==> config.mk <==
export PLATFORM = sky130hd
export DESIGN_NAME = traffic_light_sequencer_flat
export DESIGN_NICKNAME = d
export VERILOG_FILES = /design/src/rtl/traffic_light_sequencer_pkg.sv /design/src/rtl/traffic_light_sequencer_if.sv /design/src/rtl/traffic_light_sequencer_phase_timer.sv /design/src/rtl/traffic_light_sequencer.sv /design/src/flat_wrapper.sv
export SDC_FILE = /design/constraint.sdc
export NUM_CORES = 1
export LEC_CHECK = 0
export CORE_ASPECT_RATIO = 1.5
export CORE_UTILIZATION = 25
export DETAILED_ROUTE_END_ITERATION = 10
export GPL_TIMING_DRIVEN = 1
export PLACE_DENSITY_LB_ADDON = 0.15
export SLEW_MARGIN = 5
export SYNTH_ARGS = -nofsm -noshare
export SYNTH_HDL_FRONTEND = slang
export SYNTH_SLANG_ARGS = --single-unit
==> constraint.sdc <==
create_clock -name clk -period 2.43 [get_ports clk]
set_input_delay 0.243 -clock clk [delete_from_list [all_inputs] [get_ports clk]]
set_output_delay 0.243 -clock clk [all_outputs]
set_load 0.1 [all_outputs]
==> src/rtl/traffic_light_sequencer_pkg.sv <==
// Shared types for the traffic light sequencer.
// Mode codes, phase encoding, lamp patterns.
package traffic_pkg;

  typedef logic [1:0] mode_t;

  localparam mode_t MODE_DAY   = 2'b00;
  localparam mode_t MODE_NIGHT = 2'b01;
  localparam mode_t MODE_PED   = 2'b10;
  localparam mode_t MODE_EMG   = 2'b11;

  typedef enum logic [2:0] {
    ALL_RED   = 3'd0,
    NS_GREEN  = 3'd1,
    NS_YELLOW = 3'd2,
    EW_GREEN  = 3'd3,
    EW_YELLOW = 3'd4,
    WALK      = 3'd5,
    FLASH     = 3'd6,
    EMG_HOLD  = 3'd7
  } phase_t;

  typedef enum logic {
    DIR_NS = 1'b0,
    DIR_EW = 1'b1
  } dir_t;

  typedef logic [2:0] light_t;

  localparam light_t LIGHT_R   = 3'b100;
  localparam light_t LIGHT_Y   = 3'b010;
  localparam light_t LIGHT_G   = 3'b001;
  localparam light_t LIGHT_OFF = 3'b000;

  function automatic int imax(int a, int b);
    return (a > b) ? a : b;
  endfunction

endpackage

==> src/rtl/traffic_light_sequencer_if.sv <==
// Mode/tick in, lamp and status out.
// master drives mode, slave is the sequencer.
interface traffic_light_sequencer_if;
  import traffic_pkg::*;

  mode_t  mode;
  logic   tick;
  light_t ns_light;
  light_t ew_light;
  logic   walk;
  phase_t phase;

  modport master (
    output mode, tick,
    input  ns_light, ew_light, walk, phase
  );

  modport slave (
    input  mode, tick,
    output ns_light, ew_light, walk, phase
  );

endinterface

==> src/rtl/traffic_light_sequencer_phase_timer.sv <==
// Loadable down-counter with tick enable.
// expired is tick while the count sits at zero.
module phase_timer #(
  parameter int W       = 4,
  parameter int RST_VAL = 0
) (
  input  logic         clk,
  input  logic         rst_n,
  input  logic         load,
  input  logic [W-1:0] load_val,
  input  logic         tick,
  output logic         expired
);

  logic [W-1:0] cnt;

  assign expired = tick && (cnt == '0);

  // Load wins; otherwise count down on ticks and park at zero.
  always_ff @(posedge clk or negedge rst_n) begin
    if (!rst_n) begin
      cnt <= W'(RST_VAL);
    end else if (load) begin
      cnt <= load_val;
    end else if (tick && (cnt != '0)) begin
      cnt <= cnt - 1'b1;
    end
  end

endmodule

==> src/rtl/traffic_light_sequencer.sv <==
// Two-way intersection phase sequencer.
// Day cycle, walk, night flash, emergency hold.
module traffic_light_sequencer
  import traffic_pkg::*;
#(
  parameter int GREEN_TICKS  = 8,
  parameter int YELLOW_TICKS = 3,
  parameter int ALLRED_TICKS = 2,
  parameter int WALK_TICKS   = 6,
  parameter int FLASH_TICKS  = 1
) (
  input logic                       clk,
  input logic                       rst_n,
  traffic_light_sequencer_if.slave  bus
);

  localparam int MAXD = imax(
    imax(imax(GREEN_TICKS, YELLOW_TICKS),
         imax(ALLRED_TICKS, WALK_TICKS)),
    FLASH_TICKS);
  localparam int CNT_W = $clog2(MAXD) + 1;

  typedef logic [CNT_W-1:0] cnt_t;

  localparam cnt_t FLASH_RELOAD = cnt_t'(FLASH_TICKS - 1);

  phase_t state;
  phase_t nxt;
  dir_t   last_dir;
  logic   ped_pending;
  logic   tog;
  logic   tog_n;
  logic   t_exp;
  logic   t_load;
  cnt_t   t_val;
  logic   f_exp;
  logic   f_load;
  logic   enter_flash;
  logic   flip;
  logic   emg;
  logic   night;
  light_t ns_n;
  light_t ew_n;
  logic   walk_n;

  function automatic cnt_t dur(phase_t p);
    case (p)
      NS_GREEN, EW_GREEN:   return cnt_t'(GREEN_TICKS - 1);
      NS_YELLOW, EW_YELLOW: return cnt_t'(YELLOW_TICKS - 1);
      WALK:                 return cnt_t'(WALK_TICKS - 1);
      default:              return cnt_t'(ALLRED_TICKS - 1);
    endcase
  endfunction

  assign emg   = (bus.mode == MODE_EMG);
  assign night = (bus.mode == MODE_NIGHT);

  assign t_load = (nxt != state);
  assign t_val  = dur(nxt);

  assign enter_flash = (nxt == FLASH) && (state != FLASH);
  assign flip        = (state == FLASH) && f_exp;
  assign f_load      = enter_flash || flip;
  assign tog_n       = enter_flash ? 1'b1 :
                       flip        ? ~tog : tog;

  phase_timer #(
    .W       (CNT_W),
    .RST_VAL (ALLRED_TICKS - 1)
  ) u_timer (
    .clk      (clk),
    .rst_n    (rst_n),
    .load     (t_load),
    .load_val (t_val),
    .tick     (bus.tick),
    .expired  (t_exp)
  );

  phase_timer #(
    .W       (CNT_W),
    .RST_VAL (FLASH_TICKS - 1)
  ) u_flash (
    .clk      (clk),
    .rst_n    (rst_n),
    .load     (f_load),
    .load_val (FLASH_RELOAD),
    .tick     (bus.tick),
    .expired  (f_exp)
  );

  // Next phase: green/walk/flash exits on emergency, rest on expiry.
  always_comb begin
    nxt = state;
    case (state)
      ALL_RED: begin
        if (t_exp) begin
          if (emg)              nxt = EMG_HOLD;
          else if (ped_pending) nxt = WALK;
          else if (night)       nxt = FLASH;
          else if (last_dir == DIR_NS)
                                nxt = EW_GREEN;
          else                  nxt = NS_GREEN;
        end
      end
      NS_GREEN:  if (emg || t_exp) nxt = NS_YELLOW;
      EW_GREEN:  if (emg || t_exp) nxt = EW_YELLOW;
      NS_YELLOW: if (t_exp) nxt = ALL_RED;
      EW_YELLOW: if (t_exp) nxt = ALL_RED;
      WALK: begin
        if (emg)        nxt = EMG_HOLD;
        else if (t_exp) nxt = ALL_RED;
      end
      FLASH: begin
        if (emg)        nxt = EMG_HOLD;
        else if (!night) nxt = ALL_RED;
      end
      EMG_HOLD:  if (!emg) nxt = ALL_RED;
      default:   nxt = ALL_RED;
    endcase
  end

  // Lamp pattern for the phase being entered.
  always_comb begin
    ns_n   = LIGHT_R;
    ew_n   = LIGHT_R;
    walk_n = 1'b0;
    case (nxt)
      NS_GREEN:  ns_n = LIGHT_G;
      NS_YELLOW: ns_n = LIGHT_Y;
      EW_GREEN:  ew_n = LIGHT_G;
      EW_YELLOW: ew_n = LIGHT_Y;
      WALK:      walk_n = 1'b1;
      FLASH: begin
        ns_n = tog_n ? LIGHT_Y : LIGHT_OFF;
        ew_n = tog_n ? LIGHT_Y : LIGHT_OFF;
      end
      default: ;
    endcase
  end

  // Phase register, bookkeeping and registered lamp outputs.
  always_ff @(posedge clk or negedge rst_n) begin
    if (!rst_n) begin
      state        <= ALL_RED;
      last_dir     <= DIR_EW;
      ped_pending  <= 1'b0;
      tog          <= 1'b1;
      bus.ns_light <= LIGHT_R;
      bus.ew_light <= LIGHT_R;
      bus.walk     <= 1'b0;
    end else begin
      state        <= nxt;
      tog          <= tog_n;
      bus.ns_light <= ns_n;
      bus.ew_light <= ew_n;
      bus.walk     <= walk_n;
      if (state == NS_YELLOW && t_exp)
        last_dir <= DIR_NS;
      else if (state == EW_YELLOW && t_exp)
        last_dir <= DIR_EW;
      if (nxt == WALK && state != WALK)
        ped_pending <= 1'b0;
      else if (bus.mode == MODE_PED && state != WALK)
        ped_pending <= 1'b1;
    end
  end

  assign bus.phase = state;

endmodule

==> src/flat_wrapper.sv <==
// flat-port wrapper written by rule: the top's interface ports become plain ports
module traffic_light_sequencer_flat import traffic_pkg::*;
#(
  parameter int GREEN_TICKS  = 8,
  parameter int YELLOW_TICKS = 3,
  parameter int ALLRED_TICKS = 2,
  parameter int WALK_TICKS   = 6,
  parameter int FLASH_TICKS  = 1
)
  (clk, rst_n, bus_mode, bus_tick, bus_ns_light, bus_ew_light, bus_walk, bus_phase);
  traffic_light_sequencer_if bus_i ();
  input logic clk;
  input logic rst_n;
  input wire logic [$bits(bus_i.mode)-1:0] bus_mode;
  input wire logic [$bits(bus_i.tick)-1:0] bus_tick;
  output wire logic [$bits(bus_i.ns_light)-1:0] bus_ns_light;
  output wire logic [$bits(bus_i.ew_light)-1:0] bus_ew_light;
  output wire logic [$bits(bus_i.walk)-1:0] bus_walk;
  output wire logic [$bits(bus_i.phase)-1:0] bus_phase;
  assign bus_i.mode = bus_mode;
  assign bus_i.tick = bus_tick;
  assign bus_ns_light = bus_i.ns_light;
  assign bus_ew_light = bus_i.ew_light;
  assign bus_walk = bus_i.walk;
  assign bus_phase = bus_i.phase;
  traffic_light_sequencer #(.GREEN_TICKS(GREEN_TICKS), .YELLOW_TICKS(YELLOW_TICKS), .ALLRED_TICKS(ALLRED_TICKS), .WALK_TICKS(WALK_TICKS), .FLASH_TICKS(FLASH_TICKS)) u_core (.clk(clk), .rst_n(rst_n), .bus(bus_i));
endmodule
### After elaboration in Yosys (flattened, before gate mapping)

Index checks and enable logic that the tools add are counted.

| operators by class | value |
|---|---|
| add/subtract/negate cells | 2 |
| equality and inequality tests | 19 |
| multiplexer cells | 28 |
| bitwise logic cells | 1 |
| reduce and logical (&&, ||, !) cells | 24 |

Operators by type and width:

| kind | number |
|---|---|
| $mux W3 | 11 |
| $pmux W3 S3 | 3 |
| $eq A3 B3 Y1 const B | 7 |
| $pmux W3 S7 | 1 |
| $mux W4 | 4 |
| $eq A3 B2 Y1 const B | 4 |
| $logic_and A1 B1 Y1 | 10 |
| $logic_not A4 Y1 | 2 |
| $reduce_bool A2 Y1 | 4 |
| $reduce_bool A4 Y1 | 2 |
| $sub A4 B1 Y4 const B | 2 |
| $mux W1 | 7 |
| $eq A3 B1 Y1 const B | 2 |
| $ne A3 B3 Y1 const B | 2 |
| $reduce_or A2 Y1 | 3 |
| $eq A2 B2 Y1 const B | 2 |
| $mux W2 | 2 |
| $logic_not A3 Y1 | 1 |
| $ne A3 B3 Y1 | 1 |
| $eq A2 B1 Y1 const B | 1 |
| $logic_or A1 B1 Y1 | 2 |
| $not A1 Y1 | 1 |

| word-level totals | value |
|---|---|
| register bits after elaboration | 21 |
| bits of input ports | 5 |
| logic and storage cells | 83 |

### Depth between registers and ports, before layout

Gate-level depths: netlist of the first run.

| logic depth | value |
|---|---|
| word-level depth | 11 |
| depth in mapped cells | 11 |

### Cells and area by module

From an unflattened synthesis of the first run, not the netlist that was laid out.

| second synthesis, totals | value |
|---|---|
| cells, all modules | 156 |
| area, all modules | 1,415.1 um^2 |

Modules (own cells, without submodules):

| module | instances | cells each | area each (um^2) | sequential area each (um^2) |
|---|---|---|---|---|
| traffic_light_sequencer | 1 | 100 | 913.4 | 330.3 |
| phase_timer at u_core.u_timer | 1 | 28 | 251.5 | 101.3 |
| phase_timer at u_core.u_flash | 1 | 28 | 250.2 | 100.1 |

### Worst setup path after synthesis of the first run

No wires, ideal clock.

| timing | value |
|---|---|
| kind | register to register |
| start | register u_core.state[2], in the netlist u_core.bus.phase[2] |
| end | register u_core.u_timer.cnt[0] |
| library setup time | 0.088 ns |
| arrival time | 2.531 ns |
| path slack | -0.189 ns |
| stages on the path, launching flop included | 9 |
| clock period less this slack | 2.619 ns |
| cells stage by stage | dfrtp_1 > buf_2 > clkbuf_1 > nor3b_1 > o31ai_1 > nand4_1 > buf_2 > o41ai_1 > nor3_1 |

| on the way | value |
|---|---|
| longest elaborated chain between the ends | 7 |
| elaborated cells between the ends (all ways) | 29 |

Ends and longest elaborated chain:

| item | line | RTL |
|---|---|---|
| start, declared | traffic_light_sequencer.sv:27 | `phase_t state;` |
| start signal, assigned | traffic_light_sequencer.sv:152 | `state <= nxt;` |
| $eq A3 B3 Y1 (tied with other cells) | traffic_light_sequencer.sv:94 | `case (state)` |
| $reduce_or A2 Y1 (no source line) (tied with other cells) | n/a |  |
| $pmux W3 S7 | traffic_light_sequencer.sv:94 |  |
| $eq A3 B2 Y1 (tied with other cells) | traffic_light_sequencer.sv:47 | `case (p)` |
| $reduce_or A2 Y1 | traffic_light_sequencer.sv:47 |  |
| $pmux W3 S3 | traffic_light_sequencer.sv:47 |  |
| $mux W4 | traffic_light_sequencer_phase_timer.sv:23 | `end else if (load) begin` |
| end signal, assigned | traffic_light_sequencer_phase_timer.sv:22 | `cnt <= W'(RST_VAL);` |
| end signal, assigned | traffic_light_sequencer_phase_timer.sv:24 | `cnt <= load_val;` |
| end signal, assigned | traffic_light_sequencer_phase_timer.sv:26 | `cnt <= cnt - 1'b1;` |
| end, declared | traffic_light_sequencer_phase_timer.sv:15 | `logic [W-1:0] cnt;` |

Several ways; a longest one is shown, not always the timed one.
A chain may end at the register's enable or synchronous reset.

### Final worst setup path of the first run

| timing | value |
|---|---|
| start | register u_core.u_timer.cnt[0] |
| end | register u_core.ped_pending |

| on the way | value |
|---|---|
| longest elaborated chain between the ends | 8 |
| elaborated cells between the ends (all ways) | 13 |

Ends and longest elaborated chain:

| item | line | RTL |
|---|---|---|
| $logic_not A4 Y1 * | traffic_light_sequencer_phase_timer.sv:17 | `assign expired = tick && (cnt == '0);` |
| $logic_and A1 B1 Y1 * | traffic_light_sequencer_phase_timer.sv:17 |  |
| $mux W3 or $logic_or A1 B1 Y1 (tied branches) | n/a |  |
| $mux W3, on equally long branches | traffic_light_sequencer.sv:110, traffic_light_sequencer.sv:105, traffic_light_sequencer.sv:106 |  |
| $pmux W3 S7 * | traffic_light_sequencer.sv:94 |  |
| named net u_core.nxt[2] | traffic_light_sequencer.sv:28 | `phase_t nxt;` |
| $eq A3 B3 Y1 * | traffic_light_sequencer.sv:161 | `if (nxt == WALK && state != WALK)` |
| $logic_and A1 B1 Y1 * | traffic_light_sequencer.sv:161 |  |
| $mux W1 or $reduce_bool A2 Y1 (tied branches) | n/a |  |
| end signal, assigned | traffic_light_sequencer.sv:146 | `ped_pending <= 1'b0;` |
| end signal, assigned | traffic_light_sequencer.sv:162 | `ped_pending <= 1'b0;` |
| end signal, assigned | traffic_light_sequencer.sv:164 | `ped_pending <= 1'b1;` |
| end, declared | traffic_light_sequencer.sv:30 | `logic ped_pending;` |

Mark *: on every way through the listed nets, which the timed path passes. The rest lies on a longest branch.

==> results of run 1 <==
[cells in the final DEF, fill, tap and decap left out, types with 5 or more instances in the layout]
master,netlist,final
dfrtp_1,16,14
nor2_1,17,17
buf_4,2,24
inv_1,6,5
nand2_1,13,12
a21oi_1,9,9
nor3_1,6,6
dfstp_2,5,5
[registers in the layout, summed over array words and instances (netlist names)]
name / cells
u_core.bus.phase: 3
u_core.bus.ns_light: 3
u_core.bus.ew_light: 3
u_core.u_flash.cnt: 4
u_core.u_timer.cnt: 4
u_core.ped_pending: 1
u_core.tog: 1
u_core.bus.walk: 1
u_core.last_dir: 1
[repair_timing]
| item | 4_1_cts | 5_1_grt |
|---|---|---|
| setup endpoints to repair | 0 | 7 |
| resized for setup | 0 | 5 |
| buffers inserted | 0 | 1 |
[logic make-up after synthesis]
logic type,share of synthesized area
flops,0.3822
mux,0.01529
compound gates,0.1978
fa+ha+maj,0.03597
xor+xnor,0.02518
buf+inv,0.06564
simple gates,0.2779
[power by group through the flow]
stage                     clock network (mW)  logic, mW  registers (mW)
after detailed placement                   0       1.66           0.700
final                                  0.232       1.68           0.700
after global routing                   0.259       1.83           0.727
after floorplan                            0      0.862            1.03
after global placement                     0       1.64           0.694
after CTS                              0.248       1.66           0.696
[area by class of cell]
type                            instances  area share
Tap cell                               68     0.04949
Sequential cell                        21      0.3108
Multi-Input combinational cell        115      0.4556
Inverter                                8     0.01747
Timing Repair Buffer                   29      0.1397
Clock buffer                            3     0.02402
Clock inverter                          1    0.002911
[path summary, 6_finish.rpt]
| kind | startpoint | end | depth (start not counted) |
|---|---|---|---|
| max reg2reg | u_core.u_timer.cnt[0]$_DFFE_PN1P_ | u_core.ped_pending$_DFFE_PN0P_ | 9 |
| min | rst_n | u_core.bus.ew_light[1]$_DFF_PN0_ | 1 |
| max | u_core.u_timer.cnt[0]$_DFFE_PN1P_ | u_core.ped_pending$_DFFE_PN0P_ | 9 |
| min reg2reg | u_core.last_dir$_DFFE_PN1P_ | u_core.last_dir$_DFFE_PN1P_ | 2 |
| min in group clk | u_core.last_dir$_DFFE_PN1P_ | u_core.last_dir$_DFFE_PN1P_ | 2 |
| max in group asynchronous | rst_n | u_core.tog$_DFF_PN1_ | 2 |
[metal layers]
layer	routed length [um]	global-route usage	share of wire	up-vias
li1	-	-	-	611
met1	1559	0.1544	0.44	611
met5	0	0	0	-
met3	80	0.01585	0.023	2
met2	1865	0.2330	0.53	20
met4	23	0.03488	0.0065	0
[metrics by stage]
step / instances / cell area (um2)
global route: 245 / 1719
detailed placement: 240 / 1650
floorplan: 157 / 1394
finish: 245 / 1719
CTS: 244 / 1697
global placement: 240 / 1650
[worst register-to-register path, stage by stage (launching register included)]
cell	delay, ns
dfstp_2	0.56
inv_2	0.07
ha_4	0.18
and4bb_2	0.26
buf_4	0.14
a221oi_2	0.44
inv_2	0.08
buf_4	0.16
and3_1	0.16
a21oi_1	0.15
==> out/results.txt, run 1 <==
Fin worst setup slack: 0.1653 ns
Vias: 1244
Dominant cell type by area after synthesis: dfrtp_1
Place WS: -0.0004274 ns
Syn_area_per_cell: 8.862 um2
Final Wtd Congestion: 0.8002
Post-Syn Instances: 157
Hold Buf Count CTS: 0
Final Slew Violations: 0
Primary FF master, synth: dfrtp_1
First-pass iteration count of the detailed router: 4
Max-Cap Viols: 0
Chip Height: 93.37 um
Net Sw Frac: 0.5267
Worst path arrival time: 2.45 ns
CP top delay family: compound AO/OA/AOI/OAI gates
CTS tree: built
Clock Skew: 0.004416 ns
N_diodes: 0
Clock share of power: 0.089
CP Cell Sequence: inv_2, ha_4, and4bb_2, buf_4, a221oi_2, inv_2, buf_4, and3_1, a21oi_1
Max frequency: 0.4416 GHz
Hold_ws: 0.2889 ns
Pint: 1.238 mW
CP Class: reg -> reg
Core Util, Final: 0.3278
Reg clk slew, reported paths: 0.08 ns
Initial antenna violation count: 0
Setup crit start kind: register
Synth top area share: 0.2878
Post-synth EDFFs: 0
Rows: 32
CTS buffer count: 3
Most frequent cell after synthesis: nor2_1
Hold Violations, Final: 0
Die Wd: 62.91 um
CP max stage cell: dfstp_2
Vias in the first global route: 1244
CORE AREA: 0.005245 mm2
Synth warn: 0
Sequential cell area: 534.3 um2
Largest net degree at the start of global routing: 19
DP Wirelength: 2.594 mm
Post-layout minimum cycle time: 2.265 ns
Routed vias/inst: 5.078
Seq/Total Area, Yosys: 0.3822
Final WL: 3.528 mm
Flop2flop setup slack: 0.17 ns
P_sw: 1.378 mW
Post-synth net total: 166
Overall Global Routing Usage: 0.1276
Status: completed
Worst-Margin Slew: 0.4797 ns
Ranking of synthesized cells by area: dfrtp_1, dfstp_2, nor2_1
Remaining Overflow, GRT: 0
Fin crit share: 0.9320
Share of post-route cells with drive strength above 1: 0.2542
Post-synth top cells: nor2_1, dfrtp_1, nand2_1, a21oi_1, clkbuf_1
Synth unique cells: 47
Worst vdd ir: 0.4417 mV
Worst path buffer plus inverter count: 4
Logic gate share of total power: 0.644
Synthesis-to-finish area growth: 23.56%
Top Ports: 15
Worst EP required: 2.62 ns
Post-route ant nets: 0
IO Port Bufs: 14
Pwr dens: 1522 mW/mm2
Root Buffer: clkbuf_8
CP peak stage delay: 0.56 ns
Leakage: 0.7118 nW
Global-route wire length before repair: 5.954 mm
# clock sinks: 21
Drt initial violations: 64
Filler Cells Inserted: 544
Setup TNS Final: 0 ns
Tot Pwr: 2.616 mW
Avg WL per Cell: 14.40 um
Clock latency on the worst-skew pair: 0.26 ns
Cell area after synthesis: 0.001391 mm2
CTS Buffer Depth: 2
Multi-input gate area: 783.3 um2
Slew headroom: 0.6802
Crit Path Max Fanout: 4
RSZ-0062 raised after global routing: false
Sequential share of power: 0.267
Fin nets: 187
Remaining DRCs: 0
Die Area: 0.005874 mm2
H-tree lvl count: 1
Post-synthesis async set-or-reset flop share: 1.000
Min-Delay Path Class: in -> async
Starting Density: 0.2653
Worst setup EP type: register
Final setup violating endpoints: 0
Flop and latch count out of synthesis: 21
No activity file was read; power rests on OpenSTA's default activity.
==> run 2, diff against run 1 <==
--- a/config.mk
+++ b/config.mk
@@ -10,6 +10,7 @@
 export DETAILED_ROUTE_END_ITERATION = 10
 export GPL_TIMING_DRIVEN = 1
 export PLACE_DENSITY_LB_ADDON = 0.15
+export RECOVER_POWER = 100
 export SLEW_MARGIN = 5
 export SYNTH_ARGS = -nofsm -noshare
 export SYNTH_HDL_FRONTEND = slang
==> out/results.txt, run 2 (synthesis gave the netlist of run 1 again) <==
Remaining DRCs: 0 (unchanged)
CTS Buffer Depth: 2 (unchanged)
CTS tree: built (unchanged)
Rows: 32 (unchanged)
Filler Cells Inserted: 557 (was 544)
Final Slew Violations: 0 (unchanged)
Setup crit start kind: register (unchanged)
Regs by FF count: u_core.u_flash.cnt (4), u_core.u_timer.cnt (4) (unchanged)
Initial antenna violation count: 0 (unchanged)
Largest net degree at the start of global routing: 19 (unchanged)
Vias in the first global route: 1244 (unchanged)
Overall Global Routing Usage: 0.1276 (unchanged)
Avg WL per Cell: 14.36 um (was 14.40 um)
Crit Path Max Fanout: 4 (unchanged)
Max frequency: 0.4333 GHz (was 0.4416 GHz)
Synthesis-to-finish area growth: 20.68% (was 23.56%)
Hold Violations, Final: 0 (unchanged)
N_diodes: 0 (unchanged)
Worst-Margin Slew: 1.172 ns (was 0.4797 ns)
RSZ-0062 raised after global routing: false (unchanged)
Remaining Overflow, GRT: 0 (unchanged)
Final WL: 3.518 mm (was 3.528 mm)
Starting Density: 0.2653 (unchanged)
Worst EP required: 2.62 ns (about the same)
Hold Buf Count CTS: 0 (unchanged)
Share of post-route cells with drive strength above 1: 0.1921 (was 0.2542)
Top Ports: 15 (unchanged)
Root Buffer: clkbuf_8 (unchanged)
H-tree lvl count: 1 (unchanged)
Post-Place Cells: 240 (unchanged)
Post-layout minimum cycle time: 2.308 ns (was 2.265 ns)
DP Area: 0.001650 mm2 (unchanged)
Chip Height: 93.37 um (unchanged)
Reg clk slew, reported paths: 0.08 ns (about the same)
Vias: 1236 (was 1244)
Fin nets: 187 (unchanged)
Commonest non-fill, non-tap cell in the layout: nor2_1 (was buf_4)
CTS buffer count: 3 (unchanged)
Slew headroom: 0.2222 (was 0.6802)
IO Port Bufs: 14 (unchanged)
Final setup violating endpoints: 0 (unchanged)
Final Cell Area: 0.001679 mm2 (was 0.001719 mm2)
Non-Filler Instances: 245 (unchanged)
Drt initial violations: 64 (unchanged)
CORE AREA: 0.005245 mm2 (unchanged)
Min-Delay Path Class: in -> async (unchanged)
Clock Skew: 0.004932 ns (was 0.004416 ns)
Core Util, Final: 0.3201 (was 0.3278)
Routed vias/inst: 5.045 (was 5.078)
CP Class: reg -> reg (unchanged)
Most frequent cells in the layout: nor2_1, dfrtp_1, buf_4, nand2_1, clkbuf_1 (was buf_4, nor2_1, dfrtp_1, nand2_1, a21oi_1)
Clock latency on the worst-skew pair: 0.26 ns (about the same)
Die Area: 0.005874 mm2 (unchanged)
Worst setup EP type: register (unchanged)
DP Wirelength: 2.594 mm (unchanged)
Die Wd: 62.91 um (unchanged)
# clock sinks: 21 (unchanged)
Status: completed (unchanged)
Max-Cap Viols: 0 (unchanged)
Fin crit share: 0.9497 (was 0.9320)
First-pass iteration count of the detailed router: 4 (unchanged)
Final Wtd Congestion: 0.8002 (unchanged)
Global-route wire length before repair: 5.954 mm (unchanged)
Post-route ant nets: 0 (unchanged)
Worst path arrival time: 2.49 ns (was 2.45 ns)
[run 2: repair_timing]
action / in CTS / in global routing
gates resized for setup: 0 / 5
buffers inserted: 0 / 1
endpoints found under the setup margin: 0 / 7
[run 2: stage by stage]
stage                       TNS (ns)  setup WS (ns)  hold WS [ns]
after CTS                          0        0.01638        0.2898
after detailed placement  -0.0004274     -0.0004274        0.4974
after floorplan                    0        0.01477      -0.05259
final                              0         0.1223        0.3583
after global placement             0        0.05060        0.4915
after global routing               0       0.008335        0.3867
[run 2: area by class of cell]
cell class,instances,area (um2),share of cell area
Clock buffer,3,41.29,0.02459
Clock inverter,1,5.005,0.002981
Inverter,8,30.03,0.01788
Multi-Input combinational cell,115,783.3,0.4665
Sequential cell,21,534.3,0.3182
Tap cell,68,85.08,0.05067
Timing Repair Buffer,29,200.2,0.1192
[run 2: per-layer routing]
layer  GRT usage  wire length, um
met4     0.03488               21
met2      0.2330             1866
met1      0.1544             1575
met3     0.01585               55
met5           0                0
[run 2: final timing paths]
path	startpoint	endpoint	slack, ns	depth (start not counted)
setup / recovery	u_core.u_timer.cnt[0]$_DFFE_PN1P_	u_core.ped_pending$_DFFE_PN0P_	0.12	9
hold / removal	rst_n	u_core.bus.ew_light[1]$_DFF_PN0_	0.36	1
setup reg to reg	u_core.u_timer.cnt[0]$_DFFE_PN1P_	u_core.ped_pending$_DFFE_PN0P_	0.12	9
hold reg to reg	u_core.last_dir$_DFFE_PN1P_	u_core.last_dir$_DFFE_PN1P_	0.51	2
max in group asynchronous	rst_n	u_core.ped_pending$_DFFE_PN0P_	1.06	2
min in group clk	u_core.last_dir$_DFFE_PN1P_	u_core.last_dir$_DFFE_PN1P_	0.51	2
[run 2: critical path: stages (launching register included)]
cell	delay, ns
dfstp_1	0.58
inv_2	0.08
ha_4	0.18
and4bb_2	0.26
buf_4	0.14
a221oi_2	0.44
inv_2	0.08
buf_4	0.16
and3_1	0.16
a21oi_1	0.15
Power of run 2 is not shown: default switching activity piles up to over one toggle a cycle in this logic, so the estimate is an artifact.
==> run 3, diff against run 2 <==
--- a/config.mk
+++ b/config.mk
@@ -5,7 +5,10 @@
 export SDC_FILE = /design/constraint.sdc
 export NUM_CORES = 1
 export LEC_CHECK = 0
+export CELL_PAD_IN_SITES_DETAIL_PLACEMENT = 2
+export CELL_PAD_IN_SITES_GLOBAL_PLACEMENT = 2
 export CORE_ASPECT_RATIO = 1.5
+export CORE_MARGIN = 2
 export CORE_UTILIZATION = 25
 export DETAILED_ROUTE_END_ITERATION = 10
 export GPL_TIMING_DRIVEN = 1
==> out/results.txt, run 3 (synthesis gave the netlist of run 1 again) <==
Clock Skew: 0.005961 ns (was 0.004932 ns)
Worst-Margin Slew: 1.183 ns (was 1.172 ns)
H-tree lvl count: 1 (unchanged)
Final Wtd Congestion: 0.7610 (was 0.8002)
Final WL: 4.362 mm (was 3.518 mm)
Crit Path Max Fanout: 14 (was 4)
Pwr dens: 1557 mW/mm2
First-pass iteration count of the detailed router: 4 (unchanged)
Largest net degree at the start of global routing: 15 (was 19)
Core Util, Final: 0.3211 (was 0.3201)
CTS tree: built (unchanged)
Clock latency on the worst-skew pair: 0.27 ns (was 0.26 ns)
Final Slew Violations: 0 (unchanged)
DP Wirelength: 3.287 mm (was 2.594 mm)
CTS buffer count: 3 (unchanged)
Rows: 33 (was 32)
Max frequency: 0.4289 GHz (was 0.4333 GHz)
Initial antenna violation count: 0 (unchanged)
Vias in the first global route: 1440 (was 1244)
CP max stage cell: dfrtp_1 (was dfstp_1)
Top Ports: 15 (unchanged)
Fin nets: 194 (was 187)
Worst vdd ir: 0.4561 mV
Max-Cap Viols: 0 (unchanged)
Filler Cells Inserted: 635 (was 557)
Synthesis-to-finish area growth: 24.82% (was 20.68%)
Routed vias/inst: 5.122 (was 5.045)
CP Class: reg -> reg (unchanged)
Setup TNS Final: 0 ns (unchanged)
Share of post-route cells with drive strength above 1: 0.2228 (was 0.1921)
Sequential cell area: 534.3 um2 (unchanged)
Place WS: -0.03521 ns (was -0.0004274 ns)
Post-layout minimum cycle time: 2.332 ns (was 2.308 ns)
Tot Pwr: 2.703 mW
Remaining Overflow, GRT: 0 (unchanged)
Worst path buffer plus inverter count: 3 (was 4)
CTS Buffer Depth: 2 (unchanged)
Hold Violations, Final: 0 (unchanged)
Worst setup EP type: register (unchanged)
Fin worst setup slack: 0.09825 ns (was 0.1223 ns)
Starting Density: 0.2572 (was 0.2653)
Avg WL per Cell: 17.17 um (was 14.36 um)
Drt initial violations: 24 (was 64)
RR Endpoint: u_core.u_flash.cnt[1]$_DFFE_PN0P_ (was u_core.ped_pending$_DFFE_PN0P_)
IO Port Bufs: 14 (unchanged)
Chip Height: 95.37 um (was 93.37 um)
Global-route wire length before repair: 7.245 mm (was 5.954 mm)
Leakage: 0.7049 nW
Die Wd: 64.91 um (was 62.91 um)
Flop2flop setup slack: 0.1 ns (was 0.12 ns)
DP Area: 0.001698 mm2 (was 0.001650 mm2)
Worst EP required: 2.59 ns (was 2.62 ns)
CP Cell Sequence: inv_1, ha_4, and4bb_2, a211oi_1, o31ai_1, nand4_1, buf_12, o41ai_4, buf_4, a211oi_1 (was inv_2, ha_4, and4bb_2, buf_4, a221oi_2, inv_2, buf_4, and3_1, a21oi_1)
Final setup violating endpoints: 0 (unchanged)
Status: completed (unchanged)
# clock sinks: 21 (unchanged)
Slew headroom: 0.2145 (was 0.2222)
CORE AREA: 0.005409 mm2 (was 0.005245 mm2)
Fin crit share: 0.9596 (was 0.9497)
Commonest non-fill, non-tap cell in the layout: buf_4 (was nor2_1)
FF-to-FF path depth: 10 (was 9)
N_diodes: 0 (unchanged)
CP top delay family: compound AO/OA/AOI/OAI gates (unchanged)
Root Buffer: clkbuf_8 (unchanged)
Post-route ant nets: 0 (unchanged)
Worst path arrival time: 2.49 ns (about the same)
Regs by FF count: u_core.u_flash.cnt (4), u_core.u_timer.cnt (4) (unchanged)
Setup crit start kind: register (unchanged)
Vias: 1301 (was 1236)
Multi-input gate area: 790.8 um2 (was 783.3 um2)
Most frequent cells in the layout: buf_4, nor2_1, dfrtp_1, nand2_1, clkbuf_1 (was nor2_1, dfrtp_1, buf_4, nand2_1, clkbuf_1)
Reg clk slew, reported paths: 0.08 ns (about the same)
Min-Delay Path Class: in -> async (unchanged)
CP peak stage delay: 0.37 ns (was 0.58 ns)
Reg2reg start: u_core.u_timer.cnt[1]$_DFFE_PN0P_ (was u_core.u_timer.cnt[0]$_DFFE_PN1P_)
Non-Filler Instances: 254 (was 245)
Hold_ws: 0.3915 ns (was 0.3583 ns)
Critical path's most frequent cell: a211oi_1
Post-Place Cells: 248 (was 240)
Final Cell Area: 0.001737 mm2 (was 0.001679 mm2)
Die Area: 0.006190 mm2 (was 0.005874 mm2)
Overall Global Routing Usage: 0.1543 (was 0.1276)
Remaining DRCs: 0 (unchanged)
## run 3: how the worst max path moves through the flow
stage,start,to,cells after the start
floorplan,u_core.bus.phase[1]$_DFF_PN0_,u_core.u_timer.cnt[0]$_DFFE_PN1P_,7
global placement,bus_tick,u_core.tog$_DFF_PN1_,8
detailed placement,bus_tick,u_core.tog$_DFF_PN1_,8
CTS,u_core.u_timer.cnt[0]$_DFFE_PN1P_,u_core.u_timer.cnt[0]$_DFFE_PN1P_,10
global route,u_core.u_timer.cnt[0]$_DFFE_PN1P_,u_core.u_flash.cnt[1]$_DFFE_PN0P_,10
finish,u_core.u_timer.cnt[1]$_DFFE_PN0P_,u_core.u_flash.cnt[1]$_DFFE_PN0P_,10
## run 3: timing repair
| item | 4_1_cts | 5_1_grt |
|---|---|---|
| endpoints found under the setup margin | 1 | 11 |
| pin swaps | 0 | 2 |
| setup buffers | 0 | 2 |
| hold buffers | 0 | 0 |
| gates resized for setup | 2 | 5 |
## run 3: metal layers
layer | track usage | wire length [um] | vias to the layer above
met4 | 0.06383 | 76 | 0
met3 | 0.01771 | 54 | 5
met2 | 0.2930 | 2467 | 8
li1 | - | - | 624
met1 | 0.1708 | 1763 | 664
met5 | 0 | 0 | -
## run 3: final cells by class
type / instances / area share
clock buffer: 3 / 0.02378
clock inverter: 1 / 0.002882
inverter: 8 / 0.01945
multi-input combinational: 115 / 0.4553
sequential: 21 / 0.3076
tap: 70 / 0.05043
timing repair buffer: 36 / 0.1405
## run 3: power by group
| group | internal [mW] | total [mW] | leakage [nW] | switching (mW) |
|---|---|---|---|---|
| sequential | 0.523 | 0.668 | 0.253 | 0.145 |
| clock | 0.115 | 0.244 | 0.0255 | 0.129 |
| combinational | 0.604 | 1.79 | 0.427 | 1.19 |
